### src/rtl/axi4_lite_slave_regbank.sv
// AXI4-Lite responder: C_NUM_REGS byte-writable control registers plus one read-only status word.
// Write commits one cycle after the later AW/W handshake; reads answer one cycle after AR; one outstanding op per direction.
module axi4_lite_slave_regbank #(
  parameter int C_S_AXI_LITE_DATA_WIDTH = 32,
  parameter int C_S_AXI_LITE_ADDR_WIDTH = 32,
  parameter int C_NUM_REGS              = 8
) (
  input  logic                                   S_AXI_LITE_ACLK,
  input  logic                                   S_AXI_LITE_ARESETN,
  input  logic [C_S_AXI_LITE_ADDR_WIDTH-1:0]     S_AXI_LITE_AWADDR,
  input  logic [2:0]                             S_AXI_LITE_AWPROT,
  input  logic                                   S_AXI_LITE_AWVALID,
  output logic                                   S_AXI_LITE_AWREADY,
  input  logic [C_S_AXI_LITE_DATA_WIDTH-1:0]     S_AXI_LITE_WDATA,
  input  logic [C_S_AXI_LITE_DATA_WIDTH/8-1:0]   S_AXI_LITE_WSTRB,
  input  logic                                   S_AXI_LITE_WVALID,
  output logic                                   S_AXI_LITE_WREADY,
  output logic [1:0]                             S_AXI_LITE_BRESP,
  output logic                                   S_AXI_LITE_BVALID,
  input  logic                                   S_AXI_LITE_BREADY,
  input  logic [C_S_AXI_LITE_ADDR_WIDTH-1:0]     S_AXI_LITE_ARADDR,
  input  logic [2:0]                             S_AXI_LITE_ARPROT,
  input  logic                                   S_AXI_LITE_ARVALID,
  output logic                                   S_AXI_LITE_ARREADY,
  output logic [C_S_AXI_LITE_DATA_WIDTH-1:0]     S_AXI_LITE_RDATA,
  output logic [1:0]                             S_AXI_LITE_RRESP,
  output logic                                   S_AXI_LITE_RVALID,
  input  logic                                   S_AXI_LITE_RREADY,
  output logic [C_S_AXI_LITE_DATA_WIDTH*C_NUM_REGS-1:0] REG_OUT,
  output logic [C_NUM_REGS-1:0]                  REG_WR_PULSE,
  input  logic [C_S_AXI_LITE_DATA_WIDTH-1:0]     STATUS_IN
);

  localparam int DW   = C_S_AXI_LITE_DATA_WIDTH;
  localparam int NB   = DW / 8;
  localparam int IDXW = C_S_AXI_LITE_ADDR_WIDTH - 2;

  localparam logic [1:0] RESP_OKAY   = 2'b00;
  localparam logic [1:0] RESP_SLVERR = 2'b10;

  localparam logic [0:0] W_IDLE = 1'b0;
  localparam logic [0:0] W_RESP = 1'b1;
  localparam logic [0:0] R_IDLE = 1'b0;
  localparam logic [0:0] R_RESP = 1'b1;

  logic            active;
  logic [0:0]      w_state;
  logic [0:0]      r_state;
  logic            aw_have;
  logic            w_have;
  logic [IDXW-1:0] aw_idx;
  logic [DW-1:0]   w_data;
  logic [NB-1:0]   w_strb;
  logic [DW-1:0]   regs [C_NUM_REGS];

  logic            aw_hs;
  logic            w_hs;
  logic            ar_hs;
  logic            w_commit;
  logic            aw_is_rw;
  logic [IDXW-1:0] ar_idx;
  logic            ar_is_rw;
  logic            ar_is_status;
  logic [DW-1:0]   rd_mux;

  // Protection bits and sub-word address bits carry no meaning for this bank.
  logic unused_inputs;
  assign unused_inputs = ^{S_AXI_LITE_AWPROT, S_AXI_LITE_ARPROT,
                           S_AXI_LITE_AWADDR[1:0], S_AXI_LITE_ARADDR[1:0]};

  assign S_AXI_LITE_AWREADY = active && (w_state == W_IDLE) && !aw_have;
  assign S_AXI_LITE_WREADY  = active && (w_state == W_IDLE) && !w_have;
  assign S_AXI_LITE_ARREADY = active && (r_state == R_IDLE);

  assign aw_hs    = S_AXI_LITE_AWVALID && S_AXI_LITE_AWREADY;
  assign w_hs     = S_AXI_LITE_WVALID  && S_AXI_LITE_WREADY;
  assign ar_hs    = S_AXI_LITE_ARVALID && S_AXI_LITE_ARREADY;
  assign w_commit = (w_state == W_IDLE) && aw_have && w_have;
  assign aw_is_rw = aw_idx < IDXW'(C_NUM_REGS);

  assign ar_idx       = S_AXI_LITE_ARADDR[C_S_AXI_LITE_ADDR_WIDTH-1:2];
  assign ar_is_rw     = ar_idx < IDXW'(C_NUM_REGS);
  assign ar_is_status = ar_idx == IDXW'(C_NUM_REGS);

  always_comb begin
    rd_mux = '0;
    for (int i = 0; i < C_NUM_REGS; i++) begin
      if (ar_idx == IDXW'(i)) rd_mux = regs[i];
    end
    if (ar_is_status) rd_mux = STATUS_IN;
  end

  for (genvar g = 0; g < C_NUM_REGS; g++) begin : g_reg_out
    assign REG_OUT[DW*g +: DW] = regs[g];
  end

  // Write channel: AW and W latch independently; the commit happens on the edge after both are held.
  always_ff @(posedge S_AXI_LITE_ACLK) begin
    if (!S_AXI_LITE_ARESETN) begin
      active            <= 1'b0;
      w_state           <= W_IDLE;
      aw_have           <= 1'b0;
      w_have            <= 1'b0;
      aw_idx            <= '0;
      w_data            <= '0;
      w_strb            <= '0;
      S_AXI_LITE_BVALID <= 1'b0;
      S_AXI_LITE_BRESP  <= RESP_OKAY;
      REG_WR_PULSE      <= '0;
      for (int i = 0; i < C_NUM_REGS; i++) regs[i] <= '0;
    end else begin
      active       <= 1'b1;
      REG_WR_PULSE <= '0;
      if (w_state == W_IDLE) begin
        if (aw_hs) begin
          aw_have <= 1'b1;
          aw_idx  <= S_AXI_LITE_AWADDR[C_S_AXI_LITE_ADDR_WIDTH-1:2];
        end
        if (w_hs) begin
          w_have <= 1'b1;
          w_data <= S_AXI_LITE_WDATA;
          w_strb <= S_AXI_LITE_WSTRB;
        end
        if (w_commit) begin
          aw_have           <= 1'b0;
          w_have            <= 1'b0;
          S_AXI_LITE_BVALID <= 1'b1;
          S_AXI_LITE_BRESP  <= aw_is_rw ? RESP_OKAY : RESP_SLVERR;
          w_state           <= W_RESP;
          for (int i = 0; i < C_NUM_REGS; i++) begin
            if (aw_idx == IDXW'(i)) begin
              REG_WR_PULSE[i] <= 1'b1;
              for (int b = 0; b < NB; b++) begin
                if (w_strb[b]) regs[i][8*b +: 8] <= w_data[8*b +: 8];
              end
            end
          end
        end
      end else if (S_AXI_LITE_BREADY) begin
        S_AXI_LITE_BVALID <= 1'b0;
        w_state           <= W_IDLE;
      end
    end
  end

  // Read data is captured from the pre-commit register value when a write lands on the same edge.
  always_ff @(posedge S_AXI_LITE_ACLK) begin
    if (!S_AXI_LITE_ARESETN) begin
      r_state           <= R_IDLE;
      S_AXI_LITE_RVALID <= 1'b0;
      S_AXI_LITE_RRESP  <= RESP_OKAY;
      S_AXI_LITE_RDATA  <= '0;
    end else if (r_state == R_IDLE) begin
      if (ar_hs) begin
        S_AXI_LITE_RVALID <= 1'b1;
        S_AXI_LITE_RDATA  <= rd_mux;
        S_AXI_LITE_RRESP  <= (ar_is_rw || ar_is_status) ? RESP_OKAY : RESP_SLVERR;
        r_state           <= R_RESP;
      end
    end else if (S_AXI_LITE_RREADY) begin
      S_AXI_LITE_RVALID <= 1'b0;
      r_state           <= R_IDLE;
    end
  end

endmodule

### config.mk
export PLATFORM = sky130hd
export DESIGN_NAME = axi4_lite_slave_regbank
export DESIGN_NICKNAME = d
export VERILOG_FILES = /design/src/rtl/axi4_lite_slave_regbank.sv
export SDC_FILE = /design/constraint.sdc
export NUM_CORES = 1
export LEC_CHECK = 0
export CORE_ASPECT_RATIO = 0.6
export CORE_UTILIZATION = 30
export CTS_BUF_LIST = sky130_fd_sc_hd__clkbuf_8
export CTS_CLUSTER_SIZE = 28
export DETAILED_ROUTE_END_ITERATION = 10
export DONT_BUFFER_PORTS = 1
export SLEW_MARGIN = 20
export SYNTH_ARGS = -nofsm -noshare
export SYNTH_HDL_FRONTEND = slang
export SYNTH_SLANG_ARGS = --single-unit
### constraint.sdc
create_clock -name S_AXI_LITE_ACLK -period 4.59 [get_ports S_AXI_LITE_ACLK]
set_input_delay 1.377 -clock S_AXI_LITE_ACLK [delete_from_list [all_inputs] [get_ports S_AXI_LITE_ACLK]]
set_output_delay 1.377 -clock S_AXI_LITE_ACLK [all_outputs]
set_load 0.05 [all_outputs]
# Word level (Yosys, flattened, before mapping)
# Memory sizes are Yosys's and may differ from the RTL's.
# Index checks and enable logic that the tools add are counted.
[word_totals]
register_bits = 117
ramBits = 256
input_bits = 145
out_inout_bits = 305
mem_count = 1
[memory_table]
columns = ["name", "words", "width", "rd", "rd_ports_with_merged_regs", "write_ports", "line_no", "text"]
rows = [
  ["regs", 8, 32, 8, 0, 8, "54", "logic [DW-1:0] regs [C_NUM_REGS];"],
]
[classes]
magnitude_cmp = 2
eq_ne = 17
muxes = 233
bitwise = 36
reduce_logical = 27
[ops]
columns = ["op", "count"]
rows = [
  ["32-bit 2-to-1 mux", 9],
  ["8-bit 2-to-1 mux", 32],
  ["30-bit by 3-bit equality test with 1-bit output (second input constant)", 8],
  ["1-bit 2-to-1 mux", 190],
  ["30-bit by 2-bit equality test with 1-bit output (second input constant)", 4],
  ["30-bit by 1-bit equality test with 1-bit output (second input constant)", 2],
  ["30-bit zero test", 2],
  ["30-bit by 4-bit < comparator with 1-bit output (second input constant)", 2],
  ["1-bit OR", 32],
  ["30-bit by 4-bit equality test with 1-bit output (second input constant)", 1],
  ["2-bit AND reduction", 8],
  ["1-bit logical AND", 9],
  ["2-bit nonzero test", 4],
  ["2-bit 2-to-1 mux", 2],
  ["2-bit inequality test (second input constant)", 2],
  ["1-bit inverter", 4],
  ["3-bit OR reduction", 1],
  ["1-bit zero test", 2],
  ["1-bit logical OR", 1],
]

# Logic depth before layout (Yosys ltp)
[logic_depth]
word_depth = 10
ltp_mapped = 9

# Worst setup path after synthesis
# Ideal clock, no wire load.
[synth_path]
path_kind = "input-to-reg"
start = "in S_AXI_LITE_ARADDR[30]"
end = "reg S_AXI_LITE_RDATA[20]"
setup_time_ns = 0.116
t_arrival_ns = 2.806
slack_ns = 1.668
path_stages = 6
n_path_buf = 0
cell_sequence = "nor4_4 > nand4_1 > or4_4 > o221ai_2 > inv_1 > a31o_1"
[synth_between]
elab_chain_cells = 10
word_cells_on_any_way = 18
classes_between = "eq/ne (8); mux (9); reduce/logical (1)"
[synth_lines]
columns = ["item", "line_no", "text"]
rows = [
  ["from (decl)", "21", "input logic [C_S_AXI_LITE_ADDR_WIDTH-1:0] S_AXI_LITE_ARADDR,"],
  ["30-bit zero test", "88", "if (ar_idx == IDXW'(i)) rd_mux = regs[i];"],
  ["32-bit 2-to-1 mux (8 in a row)", "88", ""],
  ["32-bit 2-to-1 mux *", "90", "if (ar_is_status) rd_mux = STATUS_IN;"],
  ["to (signal assigned)", "156", "S_AXI_LITE_RDATA <= rd_mux;"],
  ["to (decl)", "25", "output logic [C_S_AXI_LITE_DATA_WIDTH-1:0] S_AXI_LITE_RDATA,"],
]
# Mark *: on every way between the ends. The rest lies on a longest branch, timed or not.
# A chain may end at the register's enable or synchronous reset.

# Worst setup path after layout
[layout_path]
start = "reg active"
end = "out S_AXI_LITE_AWREADY"
[layout_between]
elab_chain_cells = 2
[layout_lines]
columns = ["item", "line_no", "text"]
rows = [
  ["from (decl)", "46", "logic active;"],
  ["from (signal assigned)", "100", "active <= 1'b0;"],
  ["from (signal assigned)", "112", "active <= 1'b1;"],
  ["1-bit logical AND (2 in a row)", "71", "assign S_AXI_LITE_AWREADY = active && (w_state == W_IDLE) && !aw_have;"],
  ["to (decl)", "13", "output logic S_AXI_LITE_AWREADY,"],
]
# No other way between the ends.

==> impl_metrics.toml <==
[sta]
fmax_mhz = 278
hold_viol = 0
skew_ps = 62.2
rsz0062_at_grt = "no"
maxSlewHeadroom = 0.239
finalSetupTns_ps = 0
worst_pin_slew_ps = 1140
maxSlewViolCount = 0
setup_viol = 0
fin_crit_ps = 3600
fin_crit_sh = 0.785

[routing]
drt_iter0_drc = 1232
vias_per_cell = 5.35
wirelength_mm = 60.4
wire_per_inst_um = 28.5
antenna_left = 0
dr.pass1.iters = 7
via_count = 11300
drc_errors = 0

[setup_path]
r2r-end = "regs[0][38]"
cp.required_ps = 3210
criticalPathCategory = "reg -> out"
r2r_setup_slack_ps = 1360
crit_end = "S_AXI_LITE_AWREADY"
cp-start-kind = "flip-flop"
cp-end-kind = "output port"
r2r_cells = 6
arrival_ps = 2220
startpoint = "active"
critPathMaxFanout = 3
reg2reg_from = "aw_idx[11]"

[cells_and_area]
finalNetCount = 1515
nFillCells = 5117
drive_above_1_share = 0.120
synthToLayoutAreaGrowth_pct = 11.5
instances_no_fill = 2115
multi_input_area_um2 = 5270
seqCellArea_um2 = 9990

[pwr]
p_per_area_nw_per_um2 = 421
p_seq_frac = 0.559
total_power_uw = 7430
power.share.clock = 0.392
switchingPower_uw = 2100
ir_drop_uv = 205
p_int_uw = 5330
leakagePower_uw = 0.00619
power_frac_comb = 0.049
p_sw_frac = 0.283

[global_routing]
grt_pass1_wl_mm = 83.1
overflow = 0
track_usage = 0.217
grt_max_degree = 180
antenna_found_initial = 5
grt_pass1_vias = 11000

[clock_tree]
cts-root-buf = "clkbuf_8"
clkTransAtPathRegs_ps = 70
cts_repair_resize_count = 0
clk_latency_ps = 670
h-tree-depth = 2
cts_buffers = 57
postCtsHoldBufs = 0
cts_tree = "yes"
cts_buffer_depth = 3
cts.sinks = 371
post_cts_buffers = 0

[floorplanning]
die-area_um2 = 53700
initial_core_util = 0.307
die_h_um = 180
design.portCount = 450
die_w_um = 298
core_um2 = 51500
rows = 64

[logic_synthesis]
ys_ff_latch = 371
synth_flop_cell = "edfxtp_1"
synthArstFlopShare = 0
yosysUniqueCellTypes = 61
synth_edf_count = 256
synth_cells = 1378
syn_avg_cell_area_um2 = 11.5
yosysSeqAreaShare = 0.631
ys_warn_count = 0
synth_area_um2 = 15800

[outcome]
outcome = "complete, no violations"

[placed_design]
post-place-cells = 2004
portBuffers = 0
dp_hpwl_mm = 43.6
place.gp.congestion = 0.916

[run]
max-cap-violations = 0

[hold_path]
hold_class = "reg -> reg"
[cell usage in the layout (no fill, tap or decap), types with 9 or more instances in the layout]
cell type,Yosys,layout
edfxtp_1,256,256
nand2_1,239,238
nor2_1,234,233
dfxtp_1,115,115
inv_1,53,74
a21boi_0,68,68
clkbuf_8,0,60
mux4_2,38,38
a21oi_1,35,35
o21ai_0,34,32
a22o_1,19,19
buf_4,3,19
o21ai_1,14,16
mux2i_1,13,13
nand2b_1,12,12
o21a_1,12,12
nor4_1,11,11
nor3_1,12,11
o2bb2ai_1,11,11
o2111ai_1,11,11
a22oi_1,10,10
nand2_2,8,9
clkinv_2,0,9
[power by group through the flow]
stage	clock, µW	sequential, µW	combinational (µW)
6_report	2910	4150	361
5_1_grt	3110	4160	387
4_1_cts	2960	4160	360
3_5_place_dp	0	4230	359
3_3_place_gp	0	4220	351
2_1_floorplan	0	4170	289
[cell usage after synthesis, drive strengths merged, types with 2 or more instances]
library cell,number,area [µm²]
o21a,12,90.1
nor3b,2,25.0
o32ai,5,43.8
nor2b,4,25.0
o31ai,4,30.0
and3,7,43.8
a21boi,68,510
a22oi,11,87.6
nand4,6,43.8
and2,9,56.3
nor2,234,878
nor3,13,70.1
inv,53,199
mux2,9,101
nand2,247,947
nor4,17,188
and3b,3,26.3
a22o,19,166
o2bb2ai,12,111
nand3b,2,15.0
nand3,2,10.0
a21oi,35,175
mux4,38,856
dfxtp,115,2300
o221ai,7,67.6
mux2i,13,130
nand2b,12,75.1
edfxtp,256,7690
buf,30,168
o2111ai,11,96.3
o21ai,48,240
a31oi,3,18.8
clkbuf,57,214
[layout make-up]
class / count / area share
sequential: 371 / 0.566
tap: 693 / 0.0491
timing repair buffer: 19 / 0.00809
antenna: 5 / 0.000709
clock inverter: 46 / 0.0190
clock buffer: 60 / 0.0468
multi-input combinational: 868 / 0.299
inverter: 53 / 0.0113
[state kept, by name, indices dropped and copies added, names as in the netlist]
name	count
REG_WR_PULSE	8
w_state	1
aw_have	1
S_AXI_LITE_RRESP	1
aw_idx	30
active	1
S_AXI_LITE_BRESP	1
regs	256
S_AXI_LITE_BVALID	1
w_strb	4
S_AXI_LITE_RVALID	1
w_data	32
S_AXI_LITE_RDATA	32
w_have	1
r_state	1
[critical path, stage by stage (launching register included)]
cell	delay, ps
dfxtp_1	570
nand2b_1	140
nor2_1	870
[metrics by stage]
step / area, µm² / setup slack, ps / util / hold slack [ps]
after global routing: 17600 / 923 / 0.342 / 481
after floorplan: 15800 / 1670 / - / 443
after detailed placement: 16500 / 854 / 0.320 / 457
after global placement: 16500 / 876 / 0.320 / 451
after CTS: 17600 / 931 / 0.342 / 466
final: 17600 / 989 / 0.343 / 466
[routing by layer]
metal | up-vias | wire, µm | GRT usage
met5 | - | 0 | 0
met4 | 0 | 1570 | 0.0597
met3 | 114 | 7260 | 0.0757
met2 | 702 | 26600 | 0.331
met1 | 5607 | 24900 | 0.291
li1 | 4884 | - | -
[kinds of logic (layout without fill, tap and decap cells)]
family                 Yosys count  in the layout  share of synthesized area
AO/OA/AOI/OAI                  242            242                      0.107
buffers and inverters          140            178                     0.0367
flip-flops                     371            371                      0.631
multiplexers                    60             60                     0.0687
other                            1              7                   0.000237
AND/OR/NAND/NOR                564            564                      0.156
[how the worst min path moves through the flow]
stage | from | endpoint | depth (start not counted)
6_report | w_data[11] | w_data[11] | 2
5_1_grt | aw_idx[26] | aw_idx[26] | 2
4_1_cts | w_data[11] | w_data[11] | 2
3_5_place_dp | w_data[11] | w_data[11] | 2
3_3_place_gp | aw_idx[20] | aw_idx[20] | 2
2_1_floorplan | aw_idx[23] | aw_idx[23] | 2
(Power assumes the default switching activity.)
